File: config.mk
export PLATFORM = sky130hd
export DESIGN_NAME = mem_bus_arbiter
export DESIGN_NICKNAME = d
export VERILOG_FILES = /design/src/rtl/mem_bus_arbiter.sv
export SDC_FILE = /design/constraint.sdc
export NUM_CORES = 1
export LEC_CHECK = 0
export CAP_MARGIN = 20
export CORE_AREA = 3 3 203 205
export DETAILED_ROUTE_END_ITERATION = 7
export DIE_AREA = 0 0 206 208
export PLACE_DENSITY = 0.57
export REMOVE_ABC_BUFFERS = 1
export SYNTH_ARGS = -nofsm -noshare
export SYNTH_HDL_FRONTEND = slang
export SYNTH_SLANG_ARGS = --single-unit
File: constraint.sdc
create_clock -name clk -period 3.4 [get_ports clk]
set_input_delay 0.68 -clock clk [delete_from_list [all_inputs] [get_ports clk]]
set_output_delay 0.68 -clock clk [all_outputs]
set_load 0.02 [all_outputs]
File: src/rtl/mem_bus_arbiter.sv
// mem_bus_arbiter: shares one single-beat memory port between the instruction-fetch
// requester (i-side) and the load/store requester (d-side).
//
// One transaction is in flight at a time. The winning request is latched into the mreq_*
// registers, and addr_ok/data_ok are routed back only to the side that holds the grant.
//
// Optional feature macro: MEM_ARB_ROUND_ROBIN_EN
//   undefined -> fixed d-side priority, so a stalled memory stage is never starved by fetch
//   defined   -> with both sides requesting, the grant goes to the side opposite the last
//                completed grant; a lone request is always granted

module mem_bus_arbiter #(
    parameter int unsigned ADDR_W  = 64,
    parameter int unsigned IDATA_W = 32,
    parameter int unsigned DDATA_W = 64
) (
    input  logic                   clk,
    input  logic                   rst,

    // Instruction-fetch side
    input  logic                   ireq_valid,
    input  logic [ADDR_W-1:0]      ireq_addr,
    output logic                   i_addr_ok,
    output logic                   i_data_ok,
    output logic [IDATA_W-1:0]     i_data,

    // Load/store side
    input  logic                   dreq_valid,
    input  logic [ADDR_W-1:0]      dreq_addr,
    input  logic                   dreq_write,
    input  logic [2:0]             dreq_size,
    input  logic [DDATA_W/8-1:0]   dreq_strobe,
    input  logic [DDATA_W-1:0]     dreq_wdata,
    output logic                   d_addr_ok,
    output logic                   d_data_ok,
    output logic [DDATA_W-1:0]     d_data,

    // Downstream memory port
    output logic                   mreq_valid,
    output logic [ADDR_W-1:0]      mreq_addr,
    output logic                   mreq_write,
    output logic [2:0]             mreq_size,
    output logic [DDATA_W/8-1:0]   mreq_strobe,
    output logic [DDATA_W-1:0]     mreq_wdata,
    input  logic                   mreq_ready,
    input  logic                   mresp_valid,
    input  logic [DDATA_W-1:0]     mresp_rdata,

    // Status
    output logic                   busy,
    output logic                   grant_d
);

    // Fetches are always 32-bit reads.
    localparam logic [2:0] FetchSize = 3'b010;

    typedef enum logic [1:0] {
        StIdle = 2'd0,
        StReq  = 2'd1,
        StResp = 2'd2
    } state_e;

    state_e                 r_state;
    state_e                 w_state_d;

    logic                   r_mreq_valid;
    logic                   w_mreq_valid_d;
    logic [ADDR_W-1:0]      r_addr;
    logic [ADDR_W-1:0]      w_addr_d;
    logic                   r_write;
    logic                   w_write_d;
    logic [2:0]             r_size;
    logic [2:0]             w_size_d;
    logic [DDATA_W/8-1:0]   r_strobe;
    logic [DDATA_W/8-1:0]   w_strobe_d;
    logic [DDATA_W-1:0]     r_wdata;
    logic [DDATA_W-1:0]     w_wdata_d;
    logic                   r_grant_d;
    logic                   w_grant_d_d;

    logic                   w_pick_d;
    logic                   w_req_fire;
    logic                   w_resp_fire;

`ifdef MEM_ARB_ROUND_ROBIN_EN
    // 1 = d-side wins the next tie; flips to the side opposite each completed grant.
    logic                   r_prio_d;

    // Tie-break pointer: reset prefers d-side, then tracks the last completed grant.
    always_ff @(posedge clk) begin
        if (rst) begin
            r_prio_d <= 1'b1;
        end else if (w_resp_fire) begin
            r_prio_d <= ~r_grant_d;
        end
    end

    // Arbitration: a lone request always wins; a tie goes to the pointed-at side.
    always_comb begin
        w_pick_d = dreq_valid & (~ireq_valid | r_prio_d);
    end
`else
    // Arbitration: fixed d-side priority.
    always_comb begin
        w_pick_d = dreq_valid;
    end
`endif

    // Handshake qualifiers. A response is only accepted while a transaction is
    // outstanding, including one that completes in the same cycle it is accepted.
    always_comb begin
        w_req_fire  = r_mreq_valid & mreq_ready;
        w_resp_fire = mresp_valid &
                      ((r_state == StResp) | ((r_state == StReq) & mreq_ready));
    end

    // Next-state logic and request latching.
    always_comb begin
        w_state_d      = r_state;
        w_mreq_valid_d = r_mreq_valid;
        w_addr_d       = r_addr;
        w_write_d      = r_write;
        w_size_d       = r_size;
        w_strobe_d     = r_strobe;
        w_wdata_d      = r_wdata;
        w_grant_d_d    = r_grant_d;

        unique case (r_state)
            StIdle: begin
                if (w_pick_d) begin
                    w_addr_d       = dreq_addr;
                    w_write_d      = dreq_write;
                    w_size_d       = dreq_size;
                    w_strobe_d     = dreq_strobe;
                    w_wdata_d      = dreq_wdata;
                    w_grant_d_d    = 1'b1;
                    w_mreq_valid_d = 1'b1;
                    w_state_d      = StReq;
                end else if (ireq_valid) begin
                    w_addr_d       = ireq_addr;
                    w_write_d      = 1'b0;
                    w_size_d       = FetchSize;
                    w_strobe_d     = '0;
                    w_wdata_d      = '0;
                    w_grant_d_d    = 1'b0;
                    w_mreq_valid_d = 1'b1;
                    w_state_d      = StReq;
                end
            end

            StReq: begin
                if (mreq_ready) begin
                    w_mreq_valid_d = 1'b0;
                    // A response in the acceptance cycle finishes the transaction outright.
                    w_state_d      = mresp_valid ? StIdle : StResp;
                end
            end

            StResp: begin
                if (mresp_valid) begin
                    w_state_d = StIdle;
                end
            end

            default: begin
                w_state_d      = StIdle;
                w_mreq_valid_d = 1'b0;
            end
        endcase
    end

    // State and latched-request registers; reset abandons any in-flight transaction.
    always_ff @(posedge clk) begin
        if (rst) begin
            r_state      <= StIdle;
            r_mreq_valid <= 1'b0;
            r_addr       <= '0;
            r_write      <= 1'b0;
            r_size       <= '0;
            r_strobe     <= '0;
            r_wdata      <= '0;
            r_grant_d    <= 1'b0;
        end else begin
            r_state      <= w_state_d;
            r_mreq_valid <= w_mreq_valid_d;
            r_addr       <= w_addr_d;
            r_write      <= w_write_d;
            r_size       <= w_size_d;
            r_strobe     <= w_strobe_d;
            r_wdata      <= w_wdata_d;
            r_grant_d    <= w_grant_d_d;
        end
    end

    // Output routing: handshakes go only to the granted side.
    always_comb begin
        mreq_valid  = r_mreq_valid;
        mreq_addr   = r_addr;
        mreq_write  = r_write;
        mreq_size   = r_size;
        mreq_strobe = r_strobe;
        mreq_wdata  = r_wdata;

        i_addr_ok   = w_req_fire & ~r_grant_d;
        d_addr_ok   = w_req_fire &  r_grant_d;
        i_data_ok   = w_resp_fire & ~r_grant_d;
        d_data_ok   = w_resp_fire &  r_grant_d;

        i_data      = mresp_rdata[IDATA_W-1:0];
        d_data      = mresp_rdata;

        busy        = (r_state != StIdle);
        grant_d     = r_grant_d;
    end

endmodule

==> metrics, run 1 <==
commonest non-fill, non-tap cell in the layout clkdlybuf4s50_1; Die Area 42850 um^2; FF/Latch Area 2883 um^2; final hold vios 0; clk slew on worst S/H paths 0.06 ns; H-tree levels 4; CP endpoint kind output port; Num CTS Buffers 17; register-to-register setup slack 1.56 ns; CP max FO 5; Max IR drop VDD 329.5 uV; Post-Synthesis Cell Area 6735 um^2; final setup margin 0.4713 ns; post-cts resize count 0; GP Congestion approximately 0.74; post-place setup slack roughly 0.47 ns; # diodes 0; global-route wire length before repair 43320 um; mean post-synth cell area 8.992 um^2; most frequent CP cell clkdlybuf4s50_1; DR iter-0 viols roughly 220; total core area 39640 um^2; Yosys reg bits 144; CTS hold repair buffers 0; YS warnings 0; postcts setup bufs 0; die width 206 um; IO Pins 517; Max Slew Vio Count 0; clock latency on the worst-skew pair 0.43 ns; critical path cell sequence clkdlybuf4s50_1 > nand2_1 > mux2i_1 > and3b_1 > clkdlybuf4s50_1; vias 6424; Via density around 4.2; skew final 0.006999 ns; Worst Path Required between 2 and 3 ns; Fillers 4263; final wirelength 31210 um; Cell Rows 73; fmax 341.4 MHz; setup TNS 0 ns; number of port buffers 356; CP max stage cell clkdlybuf4s50_1; register area share after synthesis 0.4280; Placed Area 10170 um^2; Final Setup Violations 0; # DRC 0; fin area 10800 um^2; Final Power 5.229 mW; LEAKAGE 3.898 nW; Die Y 208 um; Clock Path Buffers 2; fin nets between 1000 and 1500; slew at the pin with the worst max-slew slack 0.8017 ns; power per cell area 484.3 nW/um^2; initial antenna violation count 2; largest net degree at the start of global routing 77; Post-Syn Instances 749; Root Buffer clkbuf_16; WL per Instance 20.53 um; Hold/Removal Path Class reg -> reg; CP Launch Type input port; CP max stage delay 0.61 ns; Netlist cell types 24; RSZ-0062 raised after global routing no; multi-input logic area 2788 um^2; gr ovfl total 0; fraction of layout cells with a size suffix above 1 0.09347; Tot GR Track Use 0.1379; Arr. time, crit path 2.25 ns; commonest cells after routing, fill and taps aside clkdlybuf4s50_1, dfxtp_1, a21oi_1; ANT nets after route 0; status finished clean; CP Class in -> out; Tmin final 2.929 ns; Area Growth Syn to Fin 60.30%; CTS tree done; Hold WS between 0.4 and 0.5 ns; period utilization 0.8614; maxcap violations 0; vias in the first global route around 6300; # clock sinks roughly 140; Slew headroom 0.4649; Initial Util 0.1699; First-pass DRT Iterations 4; Detailed Place HPWL 23200 um
## state kept, by name (all words and copies together) (netlist names)
| signal | count |
|---|---|
| r_state | 2 |
| mreq_write | 1 |
| mreq_strobe | 8 |
| grant_d | 1 |
| mreq_addr | 64 |
| mreq_wdata | 64 |
| mreq_valid | 1 |
| mreq_size | 3 |
## per-layer routing
metal / vias up / wire length [um] / global-route usage
li1: 2999 / - / -
met2: 462 / 12270 / 0.1868
met5: - / 360 / 0.04493
met4: 10 / 248 / 0.03464
met1: 2931 / 11960 / 0.1513
met3: 22 / 6370 / 0.1307
## worst max-delay path: cells and delay by family
| kind | cells | cell delay [ns] |
|---|---|---|
| buf+inv | 2 | 1.14 |
| simple gates | 2 | 0.25 |
| mux | 1 | 0.18 |
## cell usage after synthesis, drive strengths merged
master | count | area share
o21a | 1 | 0.0011
or2 | 1 | 0.00093
nor2 | 4 | 0.0045
and3 | 2 | 0.0019
o221a | 1 | 0.0017
clkbuf | 35 | 0.021
a211oi | 64 | 0.094
mux2i | 65 | 0.097
inv | 2 | 0.0011
and3b | 1 | 0.0013
dfxtp | 144 | 0.43
nor3b | 3 | 0.0041
o211a | 1 | 0.0015
a21oi | 140 | 0.10
nand2 | 78 | 0.043
buf | 130 | 0.14
o21ai | 77 | 0.057
## cell families after synthesis
logic type | after synthesis | share of synthesized area
simple gates | 89 | 0.05610
flops | 144 | 0.4280
mux | 65 | 0.09660
compound gates | 284 | 0.2591
buf+inv | 167 | 0.1601
## final timing paths
kind                               start                     endpoint  cells past startpoint
max reg2reg      r_state[1]$_SDFFE_PP0P_  mreq_strobe[6]$_SDFFE_PP0P_                      5
max                           mreq_ready                    i_data_ok                      5
min          mreq_wdata[61]$_SDFFE_PP0P_  mreq_wdata[61]$_SDFFE_PP0P_                      2
min reg2reg  mreq_wdata[61]$_SDFFE_PP0P_  mreq_wdata[61]$_SDFFE_PP0P_                      2
## layout make-up
cell class	count	area share
clock buffers	18	0.03975
clock inverters	14	0.01866
inverters	2	0.0006953
multi-input cells	438	0.2582
flip-flops and latches	144	0.2670
well taps	525	0.06084
repair buffers	379	0.3548
## power breakdown
| part | switching, mW | leakage [nW] | internal (mW) |
|---|---|---|---|
| registers | 0.0767 | 1.19 | 1.83 |
| clock network | 0.802 | 0.302 | 1.24 |
| logic | 0.627 | 2.41 | 0.651 |
| total | 1.51 | 3.90 | 3.72 |
## through the flow
step | utilization | cells
6_report | 0.2724 | 1520
5_1_grt | 0.2724 | 1520
4_1_cts | 0.2724 | 1520
3_5_place_dp | 0.2565 | 1488
3_3_place_gp | 0.2565 | 1488
2_1_floorplan | - | 584
No activity file was read; power rests on OpenSTA's default activity.
==> inputs of run 2 (changes only) <==
--- a/config.mk
+++ b/config.mk
@@ -7,6 +7,7 @@
 export LEC_CHECK = 0
 export CAP_MARGIN = 20
 export CORE_AREA = 3 3 203 205
+export CTS_CLUSTER_SIZE = 40
 export DETAILED_ROUTE_END_ITERATION = 7
 export DIE_AREA = 0 0 206 208
 export PLACE_DENSITY = 0.57
==> results of run 2 <==
Final layout, timing and power as in run 1 (identical DEF).
==> inputs of run 3 (changes only) <==
--- a/config.mk
+++ b/config.mk
@@ -11,7 +11,6 @@
 export DETAILED_ROUTE_END_ITERATION = 7
 export DIE_AREA = 0 0 206 208
 export PLACE_DENSITY = 0.57
-export REMOVE_ABC_BUFFERS = 1
 export SYNTH_ARGS = -nofsm -noshare
 export SYNTH_HDL_FRONTEND = slang
 export SYNTH_SLANG_ARGS = --single-unit
==> metrics, run 3 (synthesized netlist as in run 1, its figures left out) <==
CP max stage cell clkdlybuf4s50_1; Via density 4.093 (-3.2%); Max Slew Vio Count 0 (unchanged); total core area 39640 um^2 (unchanged); GP Congestion 0.7156 (-3.5%); IO Pins 517 (unchanged); Die Y 208 um (unchanged); Slew headroom 0.4741 (+0.009135); Clk network pwr share 0.374 (-0.016); # DRC 0 (unchanged); H-tree levels 4 (unchanged); Max IR drop VDD 338.5 uV (+2.7%); Comb power frac 0.247 (+0.003); RSZ-0062 raised after global routing no; most frequent CP cell clkdlybuf4s50_1; Area Growth Syn to Fin 57.57%; # diodes 0 (unchanged); clock latency on the worst-skew pair 0.43 ns (about the same); Num CTS Buffers 17 (unchanged); CP Launch Type input port; final hold vios 0 (unchanged); Clock Path Buffers 2 (unchanged); post-cts resize count 0 (unchanged); DR iter-0 viols 168 (-25%); initial antenna violation count 0 (-2); period utilization 0.8917 (+0.03026); Tmin final 3.032 ns (+0.1029 ns); fin nets 1245 (-0.88%); maxcap violations 0 (unchanged); WL per Instance 16.96 um (-17%); Final Setup Violations 0 (unchanged); vias in the first global route 6219 (-1.3%); CTS tree done; status finished clean; gr ovfl total 0 (unchanged); Die Area 42850 um^2 (unchanged); final setup margin 0.3684 ns (-0.1029 ns); Placed Area 10030 um^2 (-1.3%); setup TNS 0 ns (unchanged); Initial Util 0.1699 (unchanged); fmax 329.9 MHz (-3.4%); slew at the pin with the worst max-slew slack 0.7889 ns (-0.01284 ns); vias 6176 (-3.9%); CP max FO 5 (unchanged); clk slew on worst S/H paths 0.06 ns (about the same); critical path cell sequence clkdlybuf4s50_1 > nand2_1 > mux2i_1 > and3_1 > clkdlybuf4s50_1; commonest non-fill, non-tap cell in the layout clkdlybuf4s50_1; post-place setup slack 0.3517 ns (-0.1210 ns); sw frac 0.2924 (+0.004480); Root Buffer clkbuf_16; global-route wire length before repair 36850 um (-15%); Detailed Place HPWL 18340 um (-21%); skew final 0.005632 ns (-0.001367 ns); Hold WS 0.4715 ns (+0.0002530 ns); power per cell area 474.0 nW/um^2 (-2.1%); CP endpoint kind output port; Hold/Removal Path Class reg -> reg; # clock sinks 144 (unchanged); Syn Nets 1023; CP max stage delay 0.62 ns (about the same); final wirelength 25600 um (-18%); CTS hold repair buffers 0 (unchanged); sequential power share 0.380 (+0.015); die width 206 um (unchanged); CP Class in -> out; postcts setup bufs 0 (unchanged); fin area 10610 um^2 (-1.7%); Tot GR Track Use 0.1126 (-0.02528); Worst Path Required 2.72 ns (about the same); First-pass DRT Iterations 4 (unchanged); number of port buffers 356 (unchanged); LEAKAGE 3.807 nW (-2.3%); Arr. time, crit path 2.35 ns (+0.10 ns); Internal Pwr Total 3.559 mW (-4.4%); Cell Rows 73 (unchanged); Net Switching 1.471 mW (-2.3%); ANT nets after route 0 (unchanged); largest net degree at the start of global routing 78 (+1.3%); fraction of layout cells with a size suffix above 1 0.08232 (-0.01115); commonest cells after routing, fill and taps aside clkdlybuf4s50_1, dfxtp_1, a21oi_1
## run 3: routing by layer
metal,vias to the layer above,share of wire,track usage
met5,-,0,0.002304
met1,2842,0.39,0.1216
met2,331,0.45,0.1837
li1,2976,-,-
met4,0,0.021,0.04073
met3,27,0.14,0.06368
## run 3: path summary, 6_finish.rpt
path | depth (start not counted) | start | end | slack (ns)
worst max register to register | 6 | r_state[1]$_SDFFE_PP0P_ | mreq_addr[63]$_SDFFE_PP0P_ | 1.32
worst min-delay path | 2 | mreq_wdata[28]$_SDFFE_PP0P_ | mreq_wdata[28]$_SDFFE_PP0P_ | 0.47
worst min register to register | 2 | mreq_wdata[28]$_SDFFE_PP0P_ | mreq_wdata[28]$_SDFFE_PP0P_ | 0.47
worst max-delay path | 5 | mreq_ready | d_data_ok | 0.37
## run 3: layout make-up
class / instances / area [um^2]
clock buffers: 24 / 501.7
clock inverters: 8 / 77.57
fillers: 4224 / 29030
inverters: 2 / 7.507
multi-input cells: 438 / 2788
flip-flops and latches: 144 / 2883
well taps: 525 / 656.9
repair buffers: 368 / 3699
## run 3: through the flow
stage | power, mW | std cells | utilization
floorplan | 2.707 | 749 | -
global placement | 3.196 | 1477 | 0.2531
detailed placement | 3.207 | 1477 | 0.2531
CTS | 5.144 | 1509 | 0.2677
global route | 5.287 | 1509 | 0.2677
finish | 5.030 | 1509 | 0.2677
## run 3: worst max-delay path, delay by kind of cell
family / cells / cell delay, ns
and+or+nand+nor: 2 / 0.31
muxes: 1 / 0.20
buffers and inverters: 2 / 1.16
## run 3: power by group through the flow
stage / Combinational, mW / Clock, mW / Sequential [mW]
2_1_floorplan: 0.595 / 0 / 2.11
3_3_place_gp: 1.26 / 0 / 1.94
3_5_place_dp: 1.26 / 0 / 1.95
4_1_cts: 1.27 / 1.97 / 1.91
5_1_grt: 1.33 / 2.03 / 1.93
6_report: 1.24 / 1.88 / 1.91
